==> src/rtl/riscv_dmem_arbiter.sv <==
// Shares one single-port synchronous data RAM between the core load/store port and a debug/loader port.
// Optional `DMEM_ARB_CPU_PRIO_EN` selects fixed cpu priority instead of round-robin arbitration.
module riscv_dmem_arbiter #(
  parameter int unsigned ADDR_W  = 32,
  parameter int unsigned MEM_LAT = 1
) (
  input  logic              clock,
  input  logic              rst,
  input  logic              cpu_req,
  input  logic              cpu_we,
  input  logic [ADDR_W-1:0] cpu_addr,
  input  logic [31:0]       cpu_wdata,
  input  logic [3:0]        cpu_wstrb,
  output logic              cpu_ack,
  output logic [31:0]       cpu_rdata,
  output logic              cpu_stall,
  input  logic              dbg_req,
  input  logic              dbg_we,
  input  logic [ADDR_W-1:0] dbg_addr,
  input  logic [31:0]       dbg_wdata,
  output logic              dbg_ack,
  output logic [31:0]       dbg_rdata,
  output logic              mem_en,
  output logic              mem_we,
  output logic [ADDR_W-1:0] mem_addr,
  output logic [31:0]       mem_wdata,
  output logic [3:0]        mem_wstrb,
  input  logic [31:0]       mem_rdata
);

  localparam int unsigned DATA_W = 32;
  localparam int unsigned STRB_W = 4;
  localparam int unsigned CNT_W  = 2;

  typedef enum logic [1:0] {IDLE, ISSUE, WAIT, RESP} state_t;

  typedef struct packed {
    logic              we;
    logic [ADDR_W-1:0] addr;
    logic [DATA_W-1:0] wdata;
    logic [STRB_W-1:0] wstrb;
  } mem_cmd_t;

  state_t             state, state_n;
  mem_cmd_t           cmd_n;
  logic               mem_en_n;
  logic               cpu_ack_n, dbg_ack_n;
  logic [DATA_W-1:0]  cpu_rdata_n, dbg_rdata_n;
  logic               gnt_dbg, gnt_dbg_n;
  logic               rd, rd_n;
  logic [CNT_W-1:0]   cnt, cnt_n;
  logic               pick_dbg;

`ifdef DMEM_ARB_CPU_PRIO_EN
  // dbg only wins when the core is not asking.
  assign pick_dbg = dbg_req & ~cpu_req;
`else
  logic last_cpu, last_cpu_n;

  // On contention serve the port that did not win last time.
  assign pick_dbg = dbg_req & (~cpu_req | last_cpu);
`endif

  assign cpu_stall = cpu_req & ~cpu_ack;

  // State and datapath registers.
  always_ff @(posedge clock or negedge rst) begin
    if (!rst) begin
      state     <= IDLE;
      mem_en    <= 1'b0;
      mem_we    <= 1'b0;
      mem_addr  <= '0;
      mem_wdata <= '0;
      mem_wstrb <= '0;
      cpu_ack   <= 1'b0;
      dbg_ack   <= 1'b0;
      cpu_rdata <= '0;
      dbg_rdata <= '0;
      gnt_dbg   <= 1'b0;
      rd        <= 1'b0;
      cnt       <= '0;
`ifndef DMEM_ARB_CPU_PRIO_EN
      last_cpu  <= 1'b0;
`endif
    end else begin
      state     <= state_n;
      mem_en    <= mem_en_n;
      mem_we    <= cmd_n.we;
      mem_addr  <= cmd_n.addr;
      mem_wdata <= cmd_n.wdata;
      mem_wstrb <= cmd_n.wstrb;
      cpu_ack   <= cpu_ack_n;
      dbg_ack   <= dbg_ack_n;
      cpu_rdata <= cpu_rdata_n;
      dbg_rdata <= dbg_rdata_n;
      gnt_dbg   <= gnt_dbg_n;
      rd        <= rd_n;
      cnt       <= cnt_n;
`ifndef DMEM_ARB_CPU_PRIO_EN
      last_cpu  <= last_cpu_n;
`endif
    end
  end

  // Next-state and next-output logic; mem_* are only non-zero during ISSUE.
  always_comb begin
    state_n     = state;
    mem_en_n    = 1'b0;
    cmd_n       = '0;
    cpu_ack_n   = 1'b0;
    dbg_ack_n   = 1'b0;
    cpu_rdata_n = cpu_rdata;
    dbg_rdata_n = dbg_rdata;
    gnt_dbg_n   = gnt_dbg;
    rd_n        = rd;
    cnt_n       = cnt;
`ifndef DMEM_ARB_CPU_PRIO_EN
    last_cpu_n  = last_cpu;
`endif
    case (state)
      IDLE: begin
        if (cpu_req || dbg_req) begin
          state_n   = ISSUE;
          mem_en_n  = 1'b1;
          gnt_dbg_n = pick_dbg;
`ifndef DMEM_ARB_CPU_PRIO_EN
          last_cpu_n = ~pick_dbg;
`endif
          if (pick_dbg) begin
            cmd_n.we    = dbg_we;
            cmd_n.addr  = dbg_addr;
            cmd_n.wdata = dbg_wdata;
            cmd_n.wstrb = '1;
          end else begin
            cmd_n.we    = cpu_we;
            cmd_n.addr  = cpu_addr;
            cmd_n.wdata = cpu_wdata;
            cmd_n.wstrb = cpu_wstrb;
          end
          rd_n = ~cmd_n.we;
        end
      end
      ISSUE: begin
        if (rd) begin
          state_n = WAIT;
          cnt_n   = CNT_W'(MEM_LAT - 1);
        end else begin
          state_n   = RESP;
          cpu_ack_n = ~gnt_dbg;
          dbg_ack_n = gnt_dbg;
        end
      end
      WAIT: begin
        // Read data is valid in the last WAIT cycle; capture it with the ack.
        if (cnt == '0) begin
          state_n   = RESP;
          cpu_ack_n = ~gnt_dbg;
          dbg_ack_n = gnt_dbg;
          if (gnt_dbg) dbg_rdata_n = mem_rdata;
          else         cpu_rdata_n = mem_rdata;
        end else begin
          cnt_n = cnt - CNT_W'(1);
        end
      end
      RESP: state_n = IDLE;
      default: state_n = IDLE;
    endcase
  end

endmodule

==> config.mk <==
export PLATFORM = sky130hd
export DESIGN_NAME = riscv_dmem_arbiter
export DESIGN_NICKNAME = d
export VERILOG_FILES = /design/src/rtl/riscv_dmem_arbiter.sv
export SDC_FILE = /design/constraint.sdc
export NUM_CORES = 1
export LEC_CHECK = 0
export BUFFER_PORTS_ARGS = -buffer_cell sky130_fd_sc_hd__clkbuf_2
export CAP_MARGIN = 20
export CORE_AREA = 2 2 118 120
export CTS_CLUSTER_DIAMETER = 80
export DETAILED_ROUTE_END_ITERATION = 6
export DIE_AREA = 0 0 120 122
export PLACE_DENSITY = 0.77
export SLEW_MARGIN = 5
export SYNTH_ARGS = -nofsm -noshare
export SYNTH_HDL_FRONTEND = slang
export SYNTH_SLANG_ARGS = --single-unit
==> constraint.sdc <==
create_clock -name clock -period 1.9 [get_ports clock]
set_input_delay 0.095 -clock clock [delete_from_list [all_inputs] [get_ports clock]]
set_output_delay 0.095 -clock clock [all_outputs]
set_load 0.02 [all_outputs]
# After elaboration in Yosys (flattened, before gate mapping)
# Index checks and enable logic that the tools add are counted.
word_totals:
  mem_count: 0
  regBits: 143
  mem_bits_rw: 0
  output_inout_bits: 137
  romBits: 0
  latchBits: 0
classes:
  bitwise_logic: 8
  shifts: 0
  div: 0
  n_reduce_logical: 9
  muxes: 20
  n_mul: 0
  magnitude_cmp: 0
  eq_ne: 7
  addsub: 1
ops:
  columns: ["cell", "n"]
  rows:
  - ["$mux W69", 5]
  - ["$reduce_and A3 Y1", 3]
  - ["$mux W2", 4]
  - ["$ne A2 B2 Y1 const B", 4]
  - ["$pmux W2 S4", 1]
  - ["$mux W1", 7]
  - ["$not A1 Y1", 5]
  - ["$eq A2 B2 Y1 const B", 2]
  - ["$logic_not A2 Y1", 2]
  - ["$pmux W1 S2", 2]
  - ["$pmux W2 S2", 1]
  - ["$reduce_and A2 Y1", 2]
  - ["$and A1 B1 Y1", 2]
  - ["$eq A2 B1 Y1 const B", 1]
  - ["$reduce_bool A2 Y1", 1]
  - ["$sub A2 B1 Y2 const B", 1]
  - ["$logic_or A1 B1 Y1", 1]
  - ["$or A1 B1 Y1", 1]

# Longest topological paths before layout
depth:
  word_depth: 8
  depth_mapped: 7
  ltp_nobuf: 6

# Worst setup path after synthesis
# OpenSTA, ideal clock, no wires.
synth_timing:
  path_kind: "register -> register"
  start: "register state[0]"
  end: "register dbg_rdata[10]"
  arrival_ps: 1436
  setup_time_ps: 125
  slack_ps: 339
  path_stages_with_launch: 7
  required_time_ps: 1775
  path_cell_list: "dfrtp_1 -> inv_1 -> ha_1 -> and2_4 -> nand2_4 -> buf_6 -> mux2_4"
synth_via:
  elab_chain_len: 2
synth_rtl:
  columns: ["element", "line", "rtl"]
  rows:
  - ["start, declared", "44", "state_t state, state_n;"]
  - ["start signal, assigned", "86", "state <= state_n;"]
  - ["$eq A2 B2 Y1", "120", "case (state)"]
  - ["$reduce_and A3 Y1 (no line)", null, null]
  - ["end signal, assigned", "95", "dbg_rdata <= dbg_rdata_n;"]
  - ["end, declared", "22", "output logic [31:0] dbg_rdata,"]
# No other way between the ends.
# A chain may end at the register's enable or synchronous reset.

==> reports/results.tsv <==
stage	metric	value	unit
global_routing	first-pass GRT wire length	34.8	mm
route	total wire length	22.3	mm
route	drt drc	2	
yosys	Synth Area in Adders	1.25	%
floorplanning	Core Area	0.0135	mm²
run	max cap viols	0	
setup_path	CP endpoint	mem_wdata[6]	
global_routing	total global-route track usage	31.1	%
pwr	Lkg Pwr	5.05	nW
route	Avg WL per Cell	19.3	µm
yosys	XOR/XNOR Fraction of Synth Area	0	%
placed_design	IO buf count	306	
yosys	post-synthesis sequential area ratio	59.7	%
floorplanning	row count	43	
floorplanning	die span in y	122	µm
cells_and_area	final core occ	73.8	%
cells_and_area	FILL cells	819	
yosys	synthesized area	0.00600	mm²
global_routing	initial antenna violation count	0	
setup_path	Critical R2R Launch	last_cpu	
floorplanning	num ports	307	
route	Iteration-0 DRC Markers	527	
run_status	failing checks	design-rule violations	
sta	min Tclk post-route	1.85	ns
sta	worst slew pin tran	0.565	ns
pwr	switching power	0.00526	W
cells_and_area	share of post-route cells with drive strength above 1	43.4	%
yosys	yosys warns	0	
clock_tree	Worst-path clk slew	0.06	ns
sta	relative slew slack	62.3	%
yosys	multiplexer area fraction after synthesis	14.1	%
sta	# setup viols final	0	
pwr	Comb power frac	42.5	%
pwr	Sequential Power Share	34.6	%
clock_tree	post-CTS setup buffers	0	
yosys	largest family of logic cells by synthesized area	multiplexers	
global_routing	vias in the first global route	6478	
setup_path	R2R Setup Slk	0.05	ns
sta	Clock Skew	0.00614	ns
clock_tree	Clock Latency Late Sink	0.42	ns
cells_and_area	Total Nets Final	1137	
placed_design	DP Wirelength	11.8	mm
floorplanning	Die ar.	0.0146	mm²
global_routing	largest net degree at the start of global routing	72	
pwr	switch share	38.1	%
clock_tree	CTS tree	built	
route	drt first pass iters	7	
clock_tree	worst-case clock buffer depth	2	
placed_design	Routability Congestion	0.833	
route	routed vias/inst	5.40	
sta	RSZ-0062 raised after global routing	false	
setup_path	Worst R2R End	mem_wdata[6]	
cells_and_area	ant diodes	0	
worst_hold_path	Hold Crit Class	primary input to flip-flop	
run_status	outcome	finished, violations left	
pwr	peak supply drop	0.000624	V
pwr	Pwr Density	1390	mW/mm²
pwr	internal power	0.00854	W
yosys	Synth cell types	33	
setup_path	Worst Path Arrival	2.14	ns
sta	Max Slew Vio Count	0	
sta	final worst path period share	97.3	%
floorplanning	Die X	120	µm
sta	Setup TNS	0	ns
clock_tree	Root Driver	clkbuf_16	
yosys	Avg Cell Area, Syn	12.0	µm²
setup_path	Setup crit start	last_cpu	
clock_tree	Max H-tree Level	4	
clock_tree	clock sinks	143	
sta	Final Hold Viols	0	
yosys	complex-gate fraction of the synthesized area	13.0	%
setup_path	R2R cell count	5	
global_routing	grt ovf	0	
sta	Achievable Freq	541	MHz
setup_path	Critical Path Start Type	flip-flop	
yosys	syn nets	677	
setup_path	Req. time, crit path	2.19	ns
worst_hold_path	Worst Hold Launch	dbg_we	
clock_tree	Inserted Clock Buffers	17	
floorplanning	Initial Utilization	44.4	%
cells_and_area	area added between synthesis and finish	66.1	%
setup_path	CP endpoint kind	flip-flop	
route	vias after detailed routing	6236	
yosys	Syn Inst Count	501	
route	Routed Antenna Nets	0	
yosys	Synth Area in Simple Gates	7.68	%
pwr	Clock power frac	23.0	%
setup_path	critical path fanouts, max	66	
yosys	number of synthesized register bits	143	
setup_path	CP Class	flip-flop to flip-flop	
layout make-up:
class,count,area [µm²],share of cell area (%)
Clock inverter,11,106,1.07
Timing Repair Buffer,485,3400,34.1
Multi-Input combinational cell,308,2170,21.8
Sequential cell,143,3580,35.9
Clock buffer,21,460,4.62
Inverter,6,22.5,0.226
Tap cell,180,225,2.26
cells by family after synthesis:
| group | after synthesis |
|---|---|
| fa+ha+maj | 6 |
| buf+inv | 50 |
| mux | 65 |
| compound gates | 149 |
| flops | 143 |
| simple gates | 88 |
through the flow:
stage	setup slack, ns	hold slack, ns	cells	power, W	area, µm²
after floorplan	0.339	-0.201	501	0.00826	6000
after global placement	0.270	0.0653	956	0.0100	7730
after detailed placement	0.233	0.0686	956	0.0102	7730
after CTS	0.128	0.0558	1154	0.0137	9960
after global routing	0.0194	0.109	1154	0.0145	9960
final	0.0522	0.0951	1154	0.0138	9960
worst min path at each step:
| stage | end | depth (start not counted) |
|---|---|---|
| 2_1_floorplan | cnt[0] | 0 |
| 3_3_place_gp | cpu_rdata[13] | 1 |
| 3_5_place_dp | dbg_rdata[14] | 1 |
| 4_1_cts | mem_we | 4 |
| 5_1_grt | mem_we | 4 |
| 6_report | mem_we | 4 |
sequential cells by signal, summed over array words and instances, names as in the netlist:
register	cells
cpu_rdata	32
dbg_rdata	32
mem_addr	32
mem_wdata	32
mem_wstrb	4
cnt	2
state	2
cpu_ack	1
dbg_ack	1
gnt_dbg	1
last_cpu	1
mem_en	1
mem_we	1
rd	1
worst max-delay path: stages (launching register included):
cell,delay (ns)
dfrtp_1,0.35
and2b_2,0.24
buf_12,0.19
o21ai_0,0.26
a21oi_1,0.11
dlygate4sd3_1,0.57
power by group through the flow:
| stage | clock, W | combinational (W) | sequential, W |
|---|---|---|---|
| floorplan | 0 | 0.00231 | 0.00595 |
| detailed placement | 0 | 0.00543 | 0.00475 |
| finish | 0.00317 | 0.00586 | 0.00477 |
| CTS | 0.00323 | 0.00573 | 0.00471 |
| global route | 0.00340 | 0.00620 | 0.00488 |
| global placement | 0 | 0.00534 | 0.00471 |
cells in the mapped netlist:
library cell  instances  share of area, %
dfrtp_1             143                60
a21oi_1              72               6.0
o21ai_0              66               5.5
nand3_1              64               5.3
mux2_2               35               6.6
mux2_4               30               7.5
clkbuf_1             20               1.3
buf_2                14               1.2
buf_6                 6               1.1
ha_1                  6               1.3
nor2_1                6              0.38
inv_1                 5              0.31
nand2_1               4              0.25
nor2b_1               4              0.42
a22o_1                3              0.44
buf_4                 3              0.38
o31ai_1               3              0.38
nand2b_1              2              0.21
a31oi_1               1              0.10
and2_1                1              0.10
and2_4                1              0.15
and2b_1               1              0.13
buf_1                 1             0.063
inv_2                 1             0.063
nand2_4               1              0.19
nand3b_2              1              0.19
nor3b_1               1              0.13
o211a_1               1              0.17
o21ai_1               1             0.083
o21ba_2               1              0.17
o21bai_1              1              0.13
or2_2                 1              0.10
or3_1                 1              0.10
layout by cell type (no fill, tap or decap), types with 2 or more instances in the layout:
cell type,count
clkbuf_2,305
dlygate4sd3_1,166
dfrtp_1,143
a21oi_1,72
o21ai_0,66
nand3_1,64
mux2_2,35
mux2_4,30
clkbuf_16,17
buf_12,8
nor2_1,6
ha_1,6
clkinvlp_4,6
inv_1,5
buf_4,5
nor2b_1,4
nand2_1,4
o31ai_1,3
a22o_1,3
inv_6,3
clkbuf_1,2
clkbuf_8,2
routing by layer:
layer | GRT usage, % | vias up | share of wire (%) | wire length (µm)
met5 | 0 | - | 0 | 0
met4 | 16.6 | 0 | 5.1 | 1150
met3 | 9.18 | 92 | 9.5 | 2120
met2 | 51.3 | 471 | 49 | 10800
met1 | 36.8 | 2977 | 37 | 8220
li1 | - | 2696 | - | -
timing repair:
action,4_1_cts,5_1_grt
endpoints found under the hold margin,180,0
hold buffers,166,0
resized for setup,0,0
(Power assumes the default switching activity.)
